===== config.mk =====
export PLATFORM = sky130hd
export DESIGN_NAME = sprite_pixel_scheduler
export DESIGN_NICKNAME = d
export VERILOG_FILES = /design/src/rtl/sprite_pixel_scheduler.sv
export SDC_FILE = /design/constraint.sdc
export NUM_CORES = 1
export LEC_CHECK = 0
export CAP_MARGIN = 25
export CORE_MARGIN = 2
export CORE_UTILIZATION = 50
export CTS_CLUSTER_DIAMETER = 200
export CTS_CLUSTER_SIZE = 20
export DETAILED_ROUTE_END_ITERATION = 8
export MAX_ROUTING_LAYER = met4
export PLACE_DENSITY = 0.8
export SLEW_MARGIN = 20
export SYNTH_ARGS = -nofsm -noshare
export SYNTH_HDL_FRONTEND = slang
export SYNTH_SLANG_ARGS = --single-unit

===== constraint.sdc =====
create_clock -name Clk -period 5 [get_ports Clk]
set_input_delay 1 -clock Clk [delete_from_list [all_inputs] [get_ports Clk]]
set_output_delay 1 -clock Clk [all_outputs]
set_load 0.05 [all_outputs]

===== src/rtl/sprite_pixel_scheduler.sv =====
// sprite_pixel_scheduler
//   Game-mode FSM, frame-synchronous screen selection, character animation
//   frame toggling, and a 3-stage pixel pipeline that generates sprite and
//   background RAM read addresses and composites the returned palette indices.
//
// Ports
//   Clk, Reset_n                 clock, asynchronous active-low reset
//   DrawX, DrawY, pix_valid      raster coordinate and visible-area flag
//   frame_start                  one pulse per frame during vertical blank
//   start_req/lose_req/win_req   game events (levels)
//   level                        requested dungeon 1..3 (0 treated as 1)
//   *_x/*_y, key_en, bul_en      sprite positions and presence
//   *_data                       RAM read data, one cycle after *_addr
//   *_addr                       registered RAM read addresses
//   screen_sel, char_frame       full-screen RAM select, character RAM select
//   color_idx, pix_valid_out     composited palette index, valid 3 cycles later
//   mode                         0 INIT, 1 PLAY, 2 FAIL, 3 WIN
module sprite_pixel_scheduler (
  input  logic        Clk,
  input  logic        Reset_n,
  input  logic [9:0]  DrawX,
  input  logic [9:0]  DrawY,
  input  logic        pix_valid,
  input  logic        frame_start,
  input  logic        start_req,
  input  logic        lose_req,
  input  logic        win_req,
  input  logic [1:0]  level,
  input  logic [9:0]  char_x,
  input  logic [9:0]  char_y,
  input  logic [9:0]  mon_x,
  input  logic [9:0]  mon_y,
  input  logic [9:0]  key_x,
  input  logic [9:0]  key_y,
  input  logic [9:0]  bul_x,
  input  logic [9:0]  bul_y,
  input  logic        key_en,
  input  logic        bul_en,
  input  logic [3:0]  bg_data,
  input  logic [3:0]  char_data,
  input  logic [3:0]  mon_data,
  input  logic [3:0]  key_data,
  input  logic [3:0]  bul_data,
  output logic [18:0] bg_addr,
  output logic [18:0] char_addr,
  output logic [18:0] mon_addr,
  output logic [18:0] key_addr,
  output logic [18:0] bul_addr,
  output logic [2:0]  screen_sel,
  output logic        char_frame,
  output logic [3:0]  color_idx,
  output logic        pix_valid_out,
  output logic [1:0]  mode
);

  typedef enum logic [1:0] {
    MODE_INIT = 2'd0,
    MODE_PLAY = 2'd1,
    MODE_FAIL = 2'd2,
    MODE_WIN  = 2'd3
  } mode_e;

  // hit vector bit positions
  localparam int unsigned H_CHAR = 0;
  localparam int unsigned H_MON  = 1;
  localparam int unsigned H_KEY  = 2;
  localparam int unsigned H_BUL  = 3;

  // ---------------------------------------------------------------- mode FSM
  mode_e       mode_q, mode_d, req_mode, nxt_mode, pend_mode_q, pend_mode_d;
  logic        req_vld, pend_vld_q, pend_vld_d;
  logic [1:0]  lvl_q, lvl_d;
  logic [2:0]  sel_q, sel_d;
  logic [3:0]  fcnt_q, fcnt_d;
  logic        cf_q, cf_d;

  always_ff @(posedge Clk or negedge Reset_n) begin
    if (!Reset_n) begin
      mode_q      <= MODE_INIT;
      pend_vld_q  <= 1'b0;
      pend_mode_q <= MODE_INIT;
      lvl_q       <= 2'd1;
      sel_q       <= '0;
      fcnt_q      <= '0;
      cf_q        <= 1'b0;
    end else begin
      mode_q      <= mode_d;
      pend_vld_q  <= pend_vld_d;
      pend_mode_q <= pend_mode_d;
      lvl_q       <= lvl_d;
      sel_q       <= sel_d;
      fcnt_q      <= fcnt_d;
      cf_q        <= cf_d;
    end
  end

  always_comb begin
    mode_d      = mode_q;
    pend_vld_d  = pend_vld_q;
    pend_mode_d = pend_mode_q;
    lvl_d       = lvl_q;
    sel_d       = sel_q;
    fcnt_d      = fcnt_q;
    cf_d        = cf_q;
    req_vld     = 1'b0;
    req_mode    = mode_q;

    case (mode_q)
      MODE_INIT: if (start_req) begin req_vld = 1'b1; req_mode = MODE_PLAY; end
      MODE_PLAY: begin
        // lose wins a tie with win
        if (lose_req)     begin req_vld = 1'b1; req_mode = MODE_FAIL; end
        else if (win_req) begin req_vld = 1'b1; req_mode = MODE_WIN;  end
      end
      default:   if (start_req) begin req_vld = 1'b1; req_mode = MODE_INIT; end
    endcase

    // a held-over pending request takes precedence over anything newer
    nxt_mode = pend_vld_q ? pend_mode_q : req_mode;

    if (frame_start) begin
      pend_vld_d = 1'b0;
      if (mode_q == MODE_PLAY) begin
        fcnt_d = fcnt_q + 4'd1;
        if (fcnt_q == 4'hF) cf_d = ~cf_q;
      end
      if (pend_vld_q || req_vld) begin
        mode_d = nxt_mode;
        if (nxt_mode == MODE_PLAY) begin
          lvl_d  = (level == 2'd0) ? 2'd1 : level;
          fcnt_d = '0;
          cf_d   = 1'b0;
        end
      end
      case (mode_d)
        MODE_INIT: sel_d = 3'd0;
        MODE_PLAY: sel_d = {1'b0, lvl_d};
        MODE_FAIL: sel_d = 3'd4;
        default:   sel_d = 3'd5;
      endcase
    end else if (!pend_vld_q && req_vld) begin
      pend_vld_d  = 1'b1;
      pend_mode_d = req_mode;
    end
  end

  // ---------------------------------------------------------- pixel pipeline
  // 11-bit compare keeps x+w from wrapping for sprites near the right edge
  function automatic logic spr_hit(input logic [9:0] px, input logic [9:0] py,
                                   input logic [9:0] sx, input logic [9:0] sy,
                                   input logic [10:0] w, input logic [10:0] h);
    logic [10:0] px11, py11, sx11, sy11;
    px11 = {1'b0, px};
    py11 = {1'b0, py};
    sx11 = {1'b0, sx};
    sy11 = {1'b0, sy};
    return (px11 >= sx11) && (px11 < sx11 + w) && (py11 >= sy11) && (py11 < sy11 + h);
  endfunction

  function automatic logic [18:0] spr_off(input logic [9:0] px, input logic [9:0] py,
                                          input logic [9:0] sx, input logic [9:0] sy,
                                          input logic [18:0] w);
    logic [9:0] dx, dy;
    dx = px - sx;
    dy = py - sy;
    return {9'd0, dy} * w + {9'd0, dx};
  endfunction

  logic        play;
  logic [3:0]  hit_s;
  logic [18:0] bg_addr_q, ch_addr_q, mn_addr_q, ky_addr_q, bl_addr_q;
  logic [3:0]  hit1_q, hit2_q;
  logic        vld1_q, vld2_q;
  logic [3:0]  color_q, color_d;
  logic        pvo_q;

  always_comb begin
    play          = (mode_q == MODE_PLAY);
    hit_s         = '0;
    hit_s[H_CHAR] = play && spr_hit(DrawX, DrawY, char_x, char_y, 11'd35, 11'd60);
    hit_s[H_MON]  = play && spr_hit(DrawX, DrawY, mon_x,  mon_y,  11'd35, 11'd60);
    hit_s[H_KEY]  = play && spr_hit(DrawX, DrawY, key_x,  key_y,  11'd35, 11'd60);
    hit_s[H_BUL]  = play && spr_hit(DrawX, DrawY, bul_x,  bul_y,  11'd5,  11'd5);
  end

  always_comb begin
    color_d = bg_data;
    if (!vld2_q)                                             color_d = '0;
    else if (hit2_q[H_BUL] && bul_en && (bul_data != 4'd0))  color_d = bul_data;
    else if (hit2_q[H_CHAR] && (char_data != 4'd0))          color_d = char_data;
    else if (hit2_q[H_MON] && (mon_data != 4'd0))            color_d = mon_data;
    else if (hit2_q[H_KEY] && key_en && (key_data != 4'd0))  color_d = key_data;
  end

  always_ff @(posedge Clk or negedge Reset_n) begin
    if (!Reset_n) begin
      bg_addr_q <= '0;
      ch_addr_q <= '0;
      mn_addr_q <= '0;
      ky_addr_q <= '0;
      bl_addr_q <= '0;
      hit1_q    <= '0;
      vld1_q    <= 1'b0;
      hit2_q    <= '0;
      vld2_q    <= 1'b0;
      color_q   <= '0;
      pvo_q     <= 1'b0;
    end else begin
      bg_addr_q <= {10'd0, DrawY[9:1]} * 19'd320 + {10'd0, DrawX[9:1]};
      ch_addr_q <= hit_s[H_CHAR] ? spr_off(DrawX, DrawY, char_x, char_y, 19'd35) : '0;
      mn_addr_q <= hit_s[H_MON]  ? spr_off(DrawX, DrawY, mon_x,  mon_y,  19'd35) : '0;
      ky_addr_q <= hit_s[H_KEY]  ? spr_off(DrawX, DrawY, key_x,  key_y,  19'd35) : '0;
      bl_addr_q <= hit_s[H_BUL]  ? spr_off(DrawX, DrawY, bul_x,  bul_y,  19'd5)  : '0;
      hit1_q    <= hit_s;
      vld1_q    <= pix_valid;
      hit2_q    <= hit1_q;
      vld2_q    <= vld1_q;
      color_q   <= color_d;
      pvo_q     <= vld2_q;
    end
  end

  assign bg_addr       = bg_addr_q;
  assign char_addr     = ch_addr_q;
  assign mon_addr      = mn_addr_q;
  assign key_addr      = ky_addr_q;
  assign bul_addr      = bl_addr_q;
  assign screen_sel    = sel_q;
  assign char_frame    = cf_q;
  assign color_idx     = color_q;
  assign pix_valid_out = pvo_q;
  assign mode          = mode_q;

endmodule

==> summary.md, run 1 <==
| Metric | Value |
|---|---|
| WP depth | `26` |
| Fin cells | `2735` |
| Final Skew | `15.5 ps` |
| Syn Std Cell Area | `15100 µm²` |
| First-pass detailed-route iteration total | `5` |
| Worst vdd ir | `0.000890 V` |
| Crit-path leading delay family | `adder cells` |
| Slew of the pin with the lowest slew margin | `926 ps` |
| RSZ-0062 raised after global routing | `true` |
| TritonCTS buffer count | `9` |
| Data required, critical path | `5260 ps` |
| Worst-Skew Late Latency | `380 ps` |
| Final WL | `52800 µm` |
| FMAX | `181 MHz` |
| Die Height | `178 µm` |
| Final worst slack | `-537 ps` |
| Total leakage power | `11.2 nW` |
| Crit Path Max Fanout | `4` |
| Final hold vios | `0` |
| Root Buffer | `clkbuf_16` |
| Share of cells above drive strength 1 | `27.9%` |
| Starting Density | `50.8%` |
| YS warnings | `0` |
| Reg2reg path depth | `6` |
| Via count | `15.5k` |
| Pre-CTS setup slack | `-1420 ps` |
| Final ANT Viol Nets | `0` |
| IO Count | `237` |
| Hold path depth | `0` |
| Avg Inst Size Synth | `8.80 µm²` |
| Drt initial violations | `1083` |
| Clk sinks | `110` |
| Layout Nets | `2843` |
| Via-to-Cell Ratio | `5.66` |
| First-pass GRT wire length | `76200 µm` |
| P per Cell Area | `576 nW/µm²` |
| CP Launch Type | `input port` |
| Max-cap violation count | `0` |
| CP max stage delay | `610 ps` |
| Core area | `29700 µm²` |
| Asr flop ratio synth | `100%` |
| Post-route minimum period | `5540 ps` |
| Largest net degree at the start of global routing | `61` |
| Clock Pin Slew Worst Setup and Hold Paths | `90 ps` |
| R2R Setup Slk | `2260 ps` |
| Post-Place Cells | `2652` |
| RePlAce Congestion | `0.927` |
| Rel. slew slack | `37.5%` |
| Setup Viol. Count Final | `26` |
| Status | `finished with violations` |
| Placed standard-cell area | `20600 µm²` |
| Port Buffer Count | `221` |
| Worst path arrival time | `5790 ps` |
| CTS H-tree depth | `3` |
| CTS Buffer Depth | `2` |
| Worst Path Buf+Inv | `7` |
| Post-synth EDFFs | `0` |
| WL/cell | `19.3 µm` |
| Die span in x | `178 µm` |
| Sequential share of the synthesized area | `18.2%` |
| Dpl hpwl | `36500 µm` |
| Worst setup path category | `in2reg` |
| Crit path max-delay cell type | `fa_1` |
| DRC violations left | `0` |
| P&R area growth vs syn | `49.6%` |
| Dominant synthesized flop cell | `dfrtp_1` |
| Cell Rows | `63` |
| #FFs+latches synth | `110` |
| Overall Global Routing Usage | `31.5%` |
| Failing checks | `setup timing` |
| Hold crit path type | `reg2reg` |
| CTS tree | `built` |
| Post-route clock period utilization | `111%` |
| Max Slew Vio Count | `0` |
| Initial antenna violation count | `2` |
| Syn Inst Count | `1716` |
| Die area | `31600 µm²` |
| Hold buffers post-CTS | `0` |
| Yosys cell types | `74` |
| Element type at the critical path end | `register` |
| GRT Residual Overflow | `0` |
| Vias in the first global route | `15.7k` |
| Final Cell Area | `22600 µm²` |
## layout make-up
type / instances / area [µm²]
inverters: 263 / 1010
well taps: 390 / 488
clock buffers: 10 / 239
diodes: 2 / 5.00
fillers: 1904 / 7120
repair buffers: 615 / 5320
multi-input cells: 1339 / 12700
flip-flops and latches: 110 / 2750
clock inverters: 6 / 67.6
## cells in the mapped netlist, types with 12 or more instances
master | count | area share, %
ha_1 | 317 | 26
o21ai_1 | 15 | 0.50
xnor2_1 | 107 | 6.2
xor2_1 | 57 | 3.3
a21o_1 | 41 | 2.0
a21oi_1 | 111 | 3.7
nand2_1 | 63 | 1.6
and2_1 | 30 | 1.2
nor3_1 | 41 | 1.4
fa_1 | 57 | 7.6
and3_1 | 12 | 0.50
dfrtp_1 | 109 | 18
nor2b_1 | 31 | 1.3
inv_1 | 257 | 6.4
nand2b_1 | 23 | 0.95
nor4_1 | 17 | 0.70
nor2_1 | 99 | 2.5
o21ai_0 | 53 | 1.8
buf_4 | 15 | 0.75
nand4_1 | 21 | 0.87
nand3_1 | 22 | 0.73
o21a_1 | 22 | 1.1
## placed cells by master, fill, tap and decap left out, types with 10 or more instances in the layout
cell               n
buf_4            366
ha_1             258
inv_1            214
clkdlybuf4s50_1  193
dfrtp_1          109
xnor2_1           96
nor2_1            88
a21oi_1           85
nand2_1           57
ha_4              55
fa_1              52
xor2_1            51
inv_2             47
a21o_1            41
o21ai_0           41
nor3_1            39
nor2b_1           28
and2_1            28
o21a_1            22
nand2b_1          22
buf_6             22
nand4_1           21
nand3_1           19
a21oi_2           19
nor4_1            17
conb_1            16
o21ai_1           15
dlygate4sd2_1     13
mux2i_1           11
or3_1             10
o211ai_1          10
## report_power, final
part | switching [mW] | total [mW] | leakage (nW) | internal [mW]
sequential | 0.0466 | 1.02 | 1.46 | 0.975
combinational | 5.57 | 11.2 | 9.55 | 5.66
clock | 0.406 | 0.772 | 0.149 | 0.367
## logic make-up (layout without fill, tap and decap cells)
family	Yosys count	after routing	share of synthesized area, %
AO/OA/AOI/OAI	366	366	16.0
XOR/XNOR	164	164	9.51
adder cells (fa/ha/maj)	374	374	33.8
buffers and inverters	282	894	7.45
flip-flops	110	110	18.2
multiplexers	16	16	1.10
other	1	18	0.0248
AND/OR/NAND/NOR	403	403	13.9
## worst reg2reg max path, stage by stage (launching register included)
cell,delay (ps)
dfrtp_1,440
nor2b_1,670
o221ai_1,250
a211o_1,270
nor4_1,400
o21ai_2,330
nor3_1,280
## final timing paths
check	from	end
min	hit1_q[0]	hit2_q[0]
min in group asynchronous	Reset_n	mon_addr[6]
min reg2reg	hit1_q[0]	hit2_q[0]
max reg2reg	mode[1]	bul_addr[3]
max	DrawY[0]	mon_addr[12]
max in group asynchronous	Reset_n	bg_addr[12]
## through the flow
step | TNS (ps) | hold WS, ps | power, mW | util (%)
after detailed placement | -35090 | 337 | 9.68 | 69.2
final | -8470 | 352 | 13.0 | 76.0
after global placement | -30890 | 334 | 9.26 | 69.2
after floorplan | -5520 | 331 | 6.60 | -
after global routing | -12110 | 366 | 13.9 | 76.0
after CTS | -6680 | 355 | 11.5 | 73.6
## registers in the layout, indices dropped and copies added (netlist names), 2 cells and up
| name | flops |
|---|---|
| bg_addr | 19 |
| char_addr | 16 |
| key_addr | 16 |
| mon_addr | 16 |
| bul_addr | 13 |
| color_idx | 4 |
| fcnt_q | 4 |
| hit1_q | 4 |
| hit2_q | 4 |
| screen_sel | 3 |
| lvl_q | 2 |
| mode | 2 |
| pend_mode_q | 2 |
## timing repair
action                                  4_1_cts  5_1_grt
endpoints found under the setup margin       36       33
gates resized for setup                     165      124
endpoints found under the hold margin         0        0
setup buffers                                37       34
pin swaps                                   121       97
## layer usage
layer,wire (µm),track usage (%),vias up,part of all wire [%]
met5,0,-,-,0
met4,3790,17.7,0,7.2
met3,3090,4.82,264,5.9
met2,26200,56.6,651,50
met1,19700,32.7,7339,37
li1,-,-,7213,-
Note: power is estimated with default switching activity, not from simulation.
==> inputs of run 2 (changes only) <==
clock period = 5.65 ns   (was 5 ns; I/O delays follow)
==> summary.md, run 2 (synthesis gave the netlist of run 1 again) <==
| Metric | Value |
|---|---|
| First-pass detailed-route iteration total | `5` |
| Dpl hpwl | `36000 µm` |
| Crit Path Max Fanout | `4` |
| Clk sinks | `110` |
| RePlAce Congestion | `0.970` |
| Share of cells above drive strength 1 | `18.9%` |
| DRC violations left | `0` |
| FMAX | `176 MHz` |
| Final Skew | `13.3 ps` |
| Data required, critical path | `5900 ps` |
| Worst path arrival time | `5950 ps` |
| Reg2reg path depth | `7` |
| Overall power | `9.44 mW` |
| Max Slew Vio Count | `0` |
| Post-route clock period utilization | `101%` |
| Rel. slew slack | `39.0%` |
| Port Buffer Count | `221` |
| Max reg flops | `19` |
| First-pass GRT wire length | `70000 µm` |
| CTS H-tree depth | `3` |
| CP startpoint | `mon_y[7]` |
| Slew of the pin with the lowest slew margin | `903 ps` |
| TritonCTS buffer count | `9` |
| P&R area growth vs syn | `37.7%` |
| P per Cell Area | `454 nW/µm²` |
| Via-to-Cell Ratio | `5.49` |
| Starting Density | `50.8%` |
| Setup Viol. Count Final | `1` |
| Most frequent cells in the layout | `281 x ha_1, 248 x buf_4, 234 x inv_1, 200 x clkdlybuf4s50_1, 109 x dfrtp_1` |
| Clock Pin Slew Worst Setup and Hold Paths | `80 ps` |
| Die Height | `178 µm` |
| Initial antenna violation count | `2` |
| Overall Global Routing Usage | `28.8%` |
| Final hold vios | `0` |
| Placed standard-cell area | `19600 µm²` |
| Drt initial violations | `899` |
| Critical Path End | `mon_addr[12]` |
| Status | `finished with violations` |
| Hold crit path type | `reg2reg` |
| Final ANT Viol Nets | `0` |
| Layout Nets | `2705` |
| Hold buffers post-CTS | `0` |
| Pre-CTS setup slack | `-859 ps` |
| Worst vdd ir | `0.000700 V` |
| Met3 GRT Util | `3.41%` |
| FF-to-FF Start | `mode[0]` |
| Busiest layer in global routing | `met2` |
| Core area | `29700 µm²` |
| GRT Residual Overflow | `0` |
| IO Count | `237` |
| FF-to-FF End | `bul_addr[3]` |
| Max-cap violation count | `0` |
| Worst setup path category | `in2reg` |
| Element type at the critical path end | `register` |
| Die area | `31600 µm²` |
| M2 GR Usage | `50.4%` |
| R2R Setup Slk | `2970 ps` |
| Fin cells | `2597` |
| Hold Worst Slack | `352 ps` |
| Largest net degree at the start of global routing | `63` |
| Post-Place Cells | `2552` |
| CTS Buffer Depth | `2` |
| Final WL | `45000 µm` |
| Source of the worst hold timing path | `hit1_q[0]` |
| Total leakage power | `10.4 nW` |
| Final Cell Area | `20800 µm²` |
| Leading cell type in the layout, fill and taps excluded | `ha_1` |
| Final Util | `70.0%` |
| CP Launch Type | `input port` |
| Cell Rows | `63` |
| Die span in x | `178 µm` |
| Vias in the first global route | `14.5k` |
| Final worst slack | `-44.4 ps` |
| CTS tree | `built` |
| Via count | `14.3k` |
| RSZ-0062 raised after global routing | `true` |
| Post-route minimum period | `5690 ps` |
| Worst-Skew Late Latency | `370 ps` |
| Failing checks | `setup timing` |
| Setup TNS | `-44.4 ps` |
| Root Buffer | `clkbuf_16` |
| WL/cell | `17.3 µm` |
| Grt met1 use | `32.6%` |
## run 2: cell types whose count changed in the layout (fill, tap and decap cells not counted), moves of 16 or more
cell / before / now
inv_2: 47 / 28
a21oi_1: 85 / 101
buf_6: 22 / 6
inv_1: 214 / 234
ha_4: 55 / 32
buf_4: 366 / 248
ha_1: 258 / 281
## run 2: worst min-delay path by stage
stage | end | slack, ps | cells after the start
2_1_floorplan | hit2_q[0] | 330 | 0
3_3_place_gp | hit2_q[3] | 340 | 0
3_5_place_dp | hit2_q[0] | 340 | 0
4_1_cts | hit2_q[0] | 350 | 0
5_1_grt | hit2_q[3] | 360 | 0
6_report | hit2_q[0] | 350 | 0
## run 2: worst max-delay path: stages
cell and delay (ps):
clkdlybuf4s50_1 550, inv_1 90, ha_1 330, a21oi_1 240, o21ai_1 140, a21oi_2 180
xnor2_2 160, ha_1 310, ha_4 260, fa_1 530, inv_1 60, fa_1 520
inv_1 40, ha_1 300, and2_4 160, nand2_1 70, a21oi_2 50, a221o_1 290
o41ai_2 260, xor2_1 210, nor2_1 50
## run 2: repair_timing
| item | 4_1_cts | 5_1_grt |
|---|---|---|
| setup endpoints to repair | 23 | 22 |
| setup buffers | 20 | 9 |
| endpoints found under the hold margin | 0 | 0 |
| pin swaps | 61 | 44 |
| cloned | 0 | 0 |
| gates resized for setup | 95 | 56 |
## run 2: report_power, final
| part | internal, mW | switching [mW] | leakage, nW |
|---|---|---|---|
| sequential | 0.863 | 0.0412 | 1.46 |
| combinational | 3.91 | 3.90 | 8.77 |
| clock | 0.394 | 0.330 | 0.155 |
## run 2: final cells by class
class | count | area [µm²]
inverters | 263 | 1000
fillers | 2220 | 8910
well taps | 390 | 488
clock inverters | 6 | 92.6
diodes | 2 | 5.00
repair buffers | 477 | 4190
multi-input cells | 1339 | 12000
flip-flops and latches | 110 | 2750
clock buffers | 10 | 229
## run 2: metal layers
layer | routed length, µm | part of all wire (%)
met5 | 0 | 0
met4 | 2250 | 5.0
met3 | 1940 | 4.3
met2 | 22300 | 50
met1 | 18500 | 41
